$ cat src/rtl/uart_tx_arbiter.sv
// uart_tx_arbiter: round-robin sharing of one UART transmitter between NUM_REQ byte requesters
//
// Parameters:
//   NUM_REQ        number of requesters (2..8)
//   START_TIMEOUT  cycles to wait for tx_active to rise after a launch before aborting
//
// Optional feature macro: UART_TX_ARB_LOCK_EN
//   Adds input req_lock. A requester whose req_lock bit is set when its byte
//   completes keeps exclusive access until it drops req_lock in an idle cycle.
//   A launch timeout always drops the lock.
//
// Ports:
//   clk          system clock
//   sync_reset   synchronous active-high reset
//   req_valid    per-requester byte pending
//   req_data     byte of requester i at bits [8i+7:8i]
//   req_lock     (UART_TX_ARB_LOCK_EN only) per-requester lock request
//   req_ready    per-requester accept strobe (valid & ready)
//   req_done     one-cycle pulse when requester's byte has been shifted out
//   start_TX     launch pulse to the transmitter
//   SBUF_out     byte to the transmitter's SBUF_in
//   tx_active    transmitter busy flag
//   grant_id     index of the current or last granted requester
//   busy         arbiter not idle
//   timeout_err  one-cycle pulse when tx_active never rose after a launch
module uart_tx_arbiter #(
    parameter int NUM_REQ       = 2,
    parameter int START_TIMEOUT = 255
) (
    input  logic                       clk,
    input  logic                       sync_reset,
    input  logic [NUM_REQ-1:0]         req_valid,
    input  logic [8*NUM_REQ-1:0]       req_data,
`ifdef UART_TX_ARB_LOCK_EN
    input  logic [NUM_REQ-1:0]         req_lock,
`endif
    output logic [NUM_REQ-1:0]         req_ready,
    output logic [NUM_REQ-1:0]         req_done,
    output logic                       start_TX,
    output logic [7:0]                 SBUF_out,
    input  logic                       tx_active,
    output logic [$clog2(NUM_REQ)-1:0] grant_id,
    output logic                       busy,
    output logic                       timeout_err
);

    localparam int GW = $clog2(NUM_REQ);
    localparam int TW = (START_TIMEOUT > 0) ? $clog2(START_TIMEOUT + 1) : 1;
    localparam logic [TW-1:0] TMAX = TW'(START_TIMEOUT);

    typedef enum logic [3:0] {
        S_IDLE        = 4'b0001,
        S_LAUNCH      = 4'b0010,
        S_WAIT_ACTIVE = 4'b0100,
        S_WAIT_DONE   = 4'b1000
    } state_t;

    state_t              state, state_nxt;
    logic [GW-1:0]       last_grant;
    logic [GW-1:0]       grant_idx;
    logic                grant_found;
    logic                grant;
    logic [GW:0]         cand;
    logic [NUM_REQ-1:0]  eligible;
    logic [TW-1:0]       timer;

`ifdef UART_TX_ARB_LOCK_EN
    logic locked;
    logic lock_hold;

    // The lock only holds while the owner keeps req_lock high, so a release
    // takes effect in the same idle cycle it is seen.
    assign lock_hold = locked & req_lock[grant_id];
    assign eligible  = lock_hold ? (req_valid & (NUM_REQ'(1) << grant_id)) : req_valid;

    always_ff @(posedge clk) begin
        if (sync_reset)
            locked <= 1'b0;
        else if (timeout_err)
            locked <= 1'b0;
        else if (|req_done)
            locked <= req_lock[grant_id];
        else if (state == S_IDLE && !req_lock[grant_id])
            locked <= 1'b0;
    end
`else
    assign eligible = req_valid;
`endif

    // Round-robin search starting one past the last winner, wrapping modulo NUM_REQ.
    always_comb begin
        grant_found = 1'b0;
        grant_idx   = '0;
        cand        = '0;
        for (int k = 1; k <= NUM_REQ; k++) begin
            cand = {1'b0, last_grant} + (GW+1)'(k);
            if (cand >= (GW+1)'(NUM_REQ))
                cand = cand - (GW+1)'(NUM_REQ);
            if (!grant_found && eligible[cand[GW-1:0]]) begin
                grant_found = 1'b1;
                grant_idx   = cand[GW-1:0];
            end
        end
    end

    assign grant = (state == S_IDLE) && !tx_active && grant_found;
    assign busy  = (state != S_IDLE);

    always_comb begin
        state_nxt   = state;
        req_ready   = '0;
        req_done    = '0;
        start_TX    = 1'b0;
        timeout_err = 1'b0;
        case (state)
            S_IDLE: begin
                if (grant) begin
                    req_ready[grant_idx] = 1'b1;
                    state_nxt            = S_LAUNCH;
                end
            end
            S_LAUNCH: begin
                start_TX  = 1'b1;
                state_nxt = S_WAIT_ACTIVE;
            end
            S_WAIT_ACTIVE: begin
                if (tx_active)
                    state_nxt = S_WAIT_DONE;
                else if (timer == TMAX) begin
                    timeout_err = 1'b1;
                    state_nxt   = S_IDLE;
                end
            end
            S_WAIT_DONE: begin
                if (!tx_active) begin
                    req_done[grant_id] = 1'b1;
                    state_nxt          = S_IDLE;
                end
            end
            default: state_nxt = S_IDLE;
        endcase
    end

    always_ff @(posedge clk) begin
        if (sync_reset) begin
            state      <= S_IDLE;
            SBUF_out   <= '0;
            grant_id   <= '0;
            last_grant <= GW'(NUM_REQ - 1);
            timer      <= '0;
        end else begin
            state <= state_nxt;
            if (grant) begin
                SBUF_out   <= req_data[{grant_idx, 3'b000} +: 8];
                grant_id   <= grant_idx;
                last_grant <= grant_idx;
            end
            // Timer saturates at TMAX rather than wrapping.
            if (state == S_LAUNCH)
                timer <= '0;
            else if (state == S_WAIT_ACTIVE && !tx_active && timer != TMAX)
                timer <= timer + 1'b1;
        end
    end

endmodule

$ cat config.mk
export PLATFORM = sky130hd
export DESIGN_NAME = uart_tx_arbiter
export DESIGN_NICKNAME = d
export VERILOG_FILES = /design/src/rtl/uart_tx_arbiter.sv
export SDC_FILE = /design/constraint.sdc
export NUM_CORES = 1
export LEC_CHECK = 0
export CORE_ASPECT_RATIO = 1.1
export CORE_UTILIZATION = 50
export DETAILED_ROUTE_END_ITERATION = 10
export DONT_BUFFER_PORTS = 1
export SETUP_SLACK_MARGIN = 0.4
export SLEW_MARGIN = 20
export SYNTH_ARGS = -nofsm -noshare
export SYNTH_HDL_FRONTEND = slang
export SYNTH_SLANG_ARGS = --single-unit
$ cat constraint.sdc
create_clock -name clk -period 3.2 [get_ports clk]
set_input_delay 0.64 -clock clk [delete_from_list [all_inputs] [get_ports clk]]
set_output_delay 0.64 -clock clk [all_outputs]
set_load 0.1 [all_outputs]
Word-level counts from Yosys, hierarchy flattened:

Cells that the tools add are included.

* bits in latches: 0
* output and inout bits: 16
* RAM bits: 0
* flip-flop bits (word level): 22
* ROM bits: 0
* input port bits: 21
* word-level logic and storage cells: 67
* memories: 0

* bitwise gates (word level): 0
* reduce and logical (&&, ||, !) cells: 11
* div/mod/pow operators: 0
* multiply operators: 0
* $add $sub $neg: 5
* shift-type cells: 1
* equal/unequal tests: 10
* mux-type cells: 27
* $lt $le $gt $ge: 8

Operators by type and width (count)
* $mux W1: 16
* $mux W4: 4
* $pmux W4 S4: 1
* $shiftx A16 B5 Y8: 1
* $add A8 B1 Y8 const B: 1
* $eq A8 B8 Y1 const B: 1
* $lt A1 B2 Y1 const B: 4
* $mux W2: 4
* $ne A8 B8 Y1 const B: 1
* $logic_and A1 B1 Y1: 7
* $eq A4 B1 Y1 const B: 1
* $eq A4 B2 Y1 const B: 1
* $eq A4 B3 Y1 const B: 1
* $eq A4 B4 Y1 const B: 1
* $ge A2 B2 Y1 const B: 2
* $ne A2 B2 Y1 const B: 2
* $ne A4 B1 Y1 const B: 1
* $ne A3 B3 Y1 const B: 1
* $reduce_and A3 Y1: 1
* $add A1 B1 Y2 const B: 1
* $add A1 B2 Y2 const B: 1
* $demux W1 S1: 2
* $ge A1 B1 Y1 const B: 2
* $logic_not A1 Y1: 2
* other kinds (2): 3

Depth between registers and ports, before layout:

Gate-level depths: netlist of the first run.

* word-level depth: 15
* mapped depth: 5
* depth with buffers taken out: 5

Worst setup path after synthesis of the first run:

No wires, ideal clock.

* path type: reg-to-output
* start point: register grant_id
* end point: output req_done[1]
* data required time: 2560 ps
* buffers on the path: 0
* slack: -1565 ps
* arrival: 4125 ps
* cell stages (with the launch flop): 2
* cells stage by stage: dfxtp_1 > nor4b_1

* longest elaborated chain between the ends: 6
* elaborated cells between the ends (all ways): 7
* those cells by class: 2 x order compare; 4 x mux; 1 x reduce/logical

Ends and longest elaborated chain
* start: declaration: line 42 `output logic [$clog2(NUM_REQ)-1:0] grant_id,`
* start signal: assignment: line 155 `grant_id <= grant_idx;`
* $lt A1 B2 Y1 (not written as such) or $ge A1 B1 Y1 (tied branches): line 136 `req_done[grant_id] = 1'b1;`
* $logic_and A1 B1 Y1 (not written as such): line 136
* $mux W1 (not written as such): line 136
* $demux W1 S1 *: line 136
* $mux W2 *: line 135 `if (!tx_active) begin`
* $mux W2 *: line 115 `case (state)`
* end: declaration: line 38 `output logic [NUM_REQ-1:0] req_done,`

Every way passes the cells marked *; elsewhere a longest branch is shown, timed or not.

Worst setup path in the final report of the first run:

* start point: register state[3]
* end point: output timeout_err

* longest elaborated chain between the ends: 2

Ends and longest elaborated chain
* start: declaration: line 58 `state_t state, state_nxt;`
* start signal: assignment: line 152 `state <= state_nxt;`
* $eq A4 B3 Y1: line 115
* $mux W1: line 115
* end: declaration: line 44 `output logic timeout_err`

No other way between the ends.

==> results of run 1 <==
area by class of cell:
type / count / area [sq um]
multi-input cells: 93 / 711
clock buffers: 3 / 22.5
fillers: 197 / 782
well taps: 28 / 35.0
inverters: 1 / 3.75
flip-flops and latches: 22 / 442
repair buffers: 8 / 67.6
cells by family (layout without fill, tap and decap cells):
kind of cell    after synthesis  count (layout)  synth area share [%]
simple gates                 52              52                  28.3
buf+inv                       7              12                  2.80
mux                          10              10                  8.97
fa+ha+maj                     1               1                  1.12
xor+xnor                      1               1                 0.785
compound gates               29              29                  18.6
flops                        22              22                  39.5
synthesized netlist by cell type:
cell                       instances
sky130_fd_sc_hd__o32a_1            1
sky130_fd_sc_hd__or4_1             1
sky130_fd_sc_hd__a21oi_1           6
sky130_fd_sc_hd__nand3b_1          1
sky130_fd_sc_hd__nor2_1           17
sky130_fd_sc_hd__a32oi_1           1
sky130_fd_sc_hd__or3_2             1
sky130_fd_sc_hd__and2_1            2
sky130_fd_sc_hd__or2_1             1
sky130_fd_sc_hd__and4_2            1
sky130_fd_sc_hd__nand4_1           3
sky130_fd_sc_hd__nor4_1            1
sky130_fd_sc_hd__nor4b_1           3
sky130_fd_sc_hd__clkbuf_1          4
sky130_fd_sc_hd__a41o_1            1
sky130_fd_sc_hd__nor3_1            1
sky130_fd_sc_hd__buf_2             1
sky130_fd_sc_hd__inv_1             1
sky130_fd_sc_hd__buf_4             1
sky130_fd_sc_hd__o41ai_1           2
sky130_fd_sc_hd__mux2i_1          10
sky130_fd_sc_hd__a211oi_1          8
sky130_fd_sc_hd__dfxtp_1          22
sky130_fd_sc_hd__nand2b_4          1
sky130_fd_sc_hd__a31oi_1           1
sky130_fd_sc_hd__nand3_1           3
sky130_fd_sc_hd__and3_1            2
sky130_fd_sc_hd__or2_2             2
sky130_fd_sc_hd__o31ai_1           1
sky130_fd_sc_hd__nand2_1           3
sky130_fd_sc_hd__a311oi_1          1
sky130_fd_sc_hd__or4b_4            1
sky130_fd_sc_hd__a21boi_0          1
sky130_fd_sc_hd__ha_1              1
sky130_fd_sc_hd__a211o_1           1
sky130_fd_sc_hd__o21ai_0           3
sky130_fd_sc_hd__nor3_4            1
sky130_fd_sc_hd__or3_1             5
sky130_fd_sc_hd__or4_4             1
sky130_fd_sc_hd__o311ai_0          2
sky130_fd_sc_hd__nand2b_1          1
sky130_fd_sc_hd__xnor2_1           1
flip-flops by register name (all words and copies together) (netlist names):
register    count
grant_id        1
state           4
timer           8
SBUF_out        8
last_grant      1
worst max-delay path, stage by stage (launching register included):
cell                      delay [ps]
sky130_fd_sc_hd__dfxtp_1         410
sky130_fd_sc_hd__or2_1           270
sky130_fd_sc_hd__or3_2           540
sky130_fd_sc_hd__nor2_4          530
report_power, final:
| group | leakage (nW) | internal, mW | switching, mW | total (mW) |
|---|---|---|---|---|
| registers | 0.179 | 0.287 | 0.0814 | 0.368 |
| logic | 0.250 | 0.0363 | 0.0607 | 0.0970 |
| clock network | 0.0138 | 0.0438 | 0.0772 | 0.121 |
per-layer routing:
layer  vias to the layer above  track usage [%]  share of wire (%)
met2                        26             38.4                 50
met5                         -                0                  0
met1                       436             23.6                 43
met3                         2             4.17                5.5
met4                         0             8.57               0.66
li1                        479                -                  -
path summary, 6_finish.rpt:
kind                            startpoint          end  slack [ps]  depth (start not counted)
worst min-delay path            sync_reset  SBUF_out[4]         390                          1
worst min register to register  last_grant   last_grant         480                          1
worst max register to register    state[3]     timer[5]        1240                          4
worst max-delay path              state[3]  timeout_err         510                          3
through the flow:
step	hold WS (ps)	power, mW
after floorplan	431	0.457
after global placement	460	0.467
after detailed placement	454	0.469
after CTS	381	0.591
after global routing	364	0.613
final	392	0.586
what timing repair did:
item | 4_1_cts | 5_1_grt
gates cloned | 0 | 0
setup endpoints to repair | 1 | 1
gates resized for setup | 1 | 3
==> run metrics, run 1 <==
area of the die=roughly 2400 sq um; critical path data required time=2560 ps; via density per instance=between 6 and 7; number of violations reported at the end of detailed-routing iteration 0=17; first-pass GRT wire length=3.76 mm; pin count of the biggest net entering global routing=19; level count of the clock H-tree=1; cell count after synthesis=122; Setup Buffers After CTS=0; power density relative to cell area=458 nW/um^2; cts hold-fix bufs=0; post-route setup slack=around 510 ps; pin slew with the least headroom to its limit=around 980 ps; number of search-and-repair iterations in the first detailed-routing pass=4; Setup Crit Path Kind=reg -> out; count of final setup violators=0; row count=17; latest clock arrival within the worst-skew pair=300 ps; initial core utilization=54.1%; DPL Wire Length=around 1.7 mm; CP Capture Type=primary output; leading post-synthesis cells by cell area=sky130_fd_sc_hd__dfxtp_1, sky130_fd_sc_hd__mux2i_1, sky130_fd_sc_hd__nor2_1; number of antenna violations at the first check in global routing=0; Setup Total Neg Slack=0 ps; ANT nets after route=0; sum of overflow across all layers after global routing=0; setup repair after global routing missed its margin=false; highest-count cells in the layout ignoring fill and taps=sky130_fd_sc_hd__dfxtp_1, sky130_fd_sc_hd__nor2_1, sky130_fd_sc_hd__mux2i_1; Clock Skews=approximately 5 ps; TritonCTS Sinks=22; buffer depth of the longest clock path=2; placed cells=approximately 150; number of diodes=0; highest clock rate=between 300 and 400 MHz; area delta synth->final=14.8%; count of buffers from port buffering=0; post-synthesis instance area=approximately 1100 sq um; path class of the lowest-slack min-delay path=in -> reg; shortest clock period the worst path allows after layout=2690 ps; fin. max-slew vios=0; final hold violation count=0; floorplan die height=around 52 microns; synthesized flop and latch total=22; count of non-filler cells in the finished layout=between 150 and 200; worst vdd rail ir drop=292 uV; highest net fanout along the worst path=7; DRC violation count after routing=0; post-synthesis average cell area=9.15 sq um; Static Leakage=0.443 nW; outcome=completed; Num CTS Buffers=3; Routed wire per std cell=14.7 microns; count of maximum capacitance violations=0; die span in x=roughly 47 microns; critical path data arrival time=about 2100 ps; utilization of the core after routing=62.1%; headroom to the max-slew limit=approximately a third; clock edge transition at the registers on the reported setup and hold paths=about 110 ps; net count of the finished layout=151; Yosys top cell area share=between 30% and 40%; most common cell after layout, fill and taps aside=sky130_fd_sc_hd__dfxtp_1; period utilisation layout=a little over four fifths; yosys warns=0; startpoint type of the worst setup path=flip-flop; layout cells sized above 1=21.3%; vias post-DR=943; Worst Setup Slack post-DPL=636 ps; cell area after layout=about 1300 sq um; clock tree from TritonCTS=yes; CTS Root Buffer Type=sky130_fd_sc_hd__clkbuf_4; via count of the first global-routing pass=879; proportion of synthesized chip area in sequential cells=39.5%; cell type with the largest total area after synthesis=sky130_fd_sc_hd__dfxtp_1; synthesized net count=around 140; final weighted congestion of routability-driven global placement=slightly above 0.7; area of the placeable core=approximately 2100 sq um; total wire length after detailed routing=roughly 2.3 mm; number of distinct library cells after synthesis=42; top-level I/O count=37; all-layer global routing usage=21.4%; Cell Area, Placed=around 1200 sq um
Power figures use the tool's default switching activity.
==> run 2, diff against run 1 <==
==> constraint.sdc (replaced) <==
create_clock -name clk -period 2.65 [get_ports clk]
set_input_delay 0.53 -clock clk [delete_from_list [all_inputs] [get_ports clk]]
set_output_delay 0.53 -clock clk [all_outputs]
set_load 0.1 [all_outputs]
==> run 2 against run 1 <==
  * Die area stayed put
  * Combinational power grew to 2.5 times the previous value
  * Clock-buffer cell count is 1 higher
  * First-iteration DRC count is 82% higher
  * Sequential power is 3% lower
  * Core utilization is 13 points higher
  * Total power is 28% higher
  * Global-route usage is 1.9 points higher
  * Routed wire length is 21% higher
  * Final cell count is 14% higher
  * Clock skew is 1.8 ps higher
==> run metrics, run 2 (synthesis gave the netlist of run 1 again) <==
fin. max-slew vios=0; headroom to the max-slew limit=between 50% and 60%; cells on worst reg2reg path=5; number of antenna violations at the first check in global routing=0; outcome=completed; area of the placeable core=between 2000 and 2500 sq um; buffer depth of the longest clock path=2; startpoint type of the worst setup path=flip-flop; CTS Root Buffer Type=sky130_fd_sc_hd__clkbuf_4; top-level I/O count=37; Routed wire per std cell=~16 microns; shortest clock period the worst path allows after layout=2400 ps; count of maximum capacitance violations=0; most common cell after layout, fill and taps aside=sky130_fd_sc_hd__buf_4; DPL Wire Length=1.78 mm; number of violations reported at the end of detailed-routing iteration 0=31; area of the die=about 2400 sq um; Setup Crit Path Kind=reg -> out; count of final setup violators=0; vias post-DR=1056; initial core utilization=between 50% and 60%; number of search-and-repair iterations in the first detailed-routing pass=4; cell type of the slowest stage on the worst timing path=sky130_fd_sc_hd__or4b_4; path class of the lowest-slack min-delay path=in -> reg; cts hold-fix bufs=0; TritonCTS Sinks=22; CP Capture Type=primary output; Clock Skews=about 6.8 ps; total wire length after detailed routing=2.74 mm; all-layer global routing usage=a little under a quarter; leading registers by flop count=SBUF_out (8), timer (8), state (4); cell area after layout=1550 sq um; post-route setup slack=about 250 ps; critical path data required time=2120 ps; CP Buf/Inv Count=1; gate family responsible for the most delay along the worst path=simple AND/OR/NAND/NOR gates; final weighted congestion of routability-driven global placement=about 0.73; latest clock arrival within the worst-skew pair=300 ps; Num CTS Buffers=3; row count=17; Total Power Consumption=around 750 uW; number of diodes=0; Worst Setup Slack post-DPL=528 ps; critical path data arrival time=between 1500 and 2000 ps; power density relative to cell area=about 490 nW/um^2; clock edge transition at the registers on the reported setup and hold paths=roughly 120 ps; clock tree from TritonCTS=yes; fill cell instance count of the final layout=153; setup repair after global routing missed its margin=true; pin count of the biggest net entering global routing=19; cells along the critical path=or4b_4 > buf_6 > nor3_4 > and2_4; Static Leakage=0.574 nW; count of cell instances traversed by the critical path=4; first-pass GRT wire length=~4 mm; pin slew with the least headroom to its limit=between 600 and 700 ps; worst vdd rail ir drop=384 uV; highest net fanout along the worst path=2; highest clock rate=~420 MHz; sum of overflow across all layers after global routing=0; ANT nets after route=0; hold depth=1; level count of the clock H-tree=1; period utilisation layout=90.4%; area delta synth->final=39.0%; Cell Area, Placed=1360 sq um; final hold violation count=0; net count of the finished layout=172; die span in x=~47 microns; via count of the first global-routing pass=1011; layout cells sized above 1=between 30% and 40%; count of buffers from port buffering=0; floorplan die height=between 50 and 60 microns; Setup Total Neg Slack=0 ps; via density per instance=a little under 6; highest-count cells in the layout ignoring fill and taps=sky130_fd_sc_hd__buf_4, sky130_fd_sc_hd__dfxtp_1, sky130_fd_sc_hd__nor2_1; DRC violation count after routing=0; max incr delay on CP=540 ps
-- run 2: changes by cell type in the layout (fill, tap and decap cells not counted), moves of 2 or more --
cell                      change
sky130_fd_sc_hd__buf_6        +3
sky130_fd_sc_hd__buf_4       +15
sky130_fd_sc_hd__dfxtp_4      +4
sky130_fd_sc_hd__dfxtp_1      -4
sky130_fd_sc_hd__buf_12       +2
-- run 2: routing by layer --
layer / vias to the layer above / global-route usage [%] / wire [microns]
met4: 0 / 7.14 / 21
met1: 481 / 26.9 / 1220
met5: - / 0 / 0
met3: 2 / 4.86 / 129
met2: 47 / 41.4 / 1370
li1: 526 / - / -
-- run 2: path summary, 6_finish.rpt --
path	start	endpoint	slack [ps]
max reg2reg	state[0]	timer[5]	640
max	state[1]	req_ready[1]	250
min	sync_reset	state[2]	280
min reg2reg	last_grant	last_grant	480
-- run 2: cell type report --
class	count	area [sq um]	share of cell area, %
multi-input cells	93	748	48.2
flip-flops and latches	22	457	29.4
repair buffers	29	282	18.1
well taps	28	35.0	2.26
clock buffers	4	26.3	1.69
inverters	1	3.75	0.242
-- run 2: what timing repair did --
item | 4_1_cts | 5_1_grt
setup buffers | 8 | 5
endpoints found under the setup margin | 3 | 5
pin swaps | 3 | 6
gates resized for setup | 7 | 12
-- run 2: per-stage QoR --
step	hold WS [ps]	cells	util [%]
6_report	276	177	75.2
5_1_grt	258	177	75.2
4_1_cts	268	172	71.1
3_5_place_dp	455	160	65.7
3_3_place_gp	454	160	65.7
2_1_floorplan	431	122	-
-- run 2: power breakdown --
group | total [mW] | internal, mW | switching, mW
sequential | 0.356 | 0.344 | 0.0118
clock | 0.155 | 0.0585 | 0.0963
combinational | 0.243 | 0.0742 | 0.169
total | 0.753 | 0.477 | 0.277
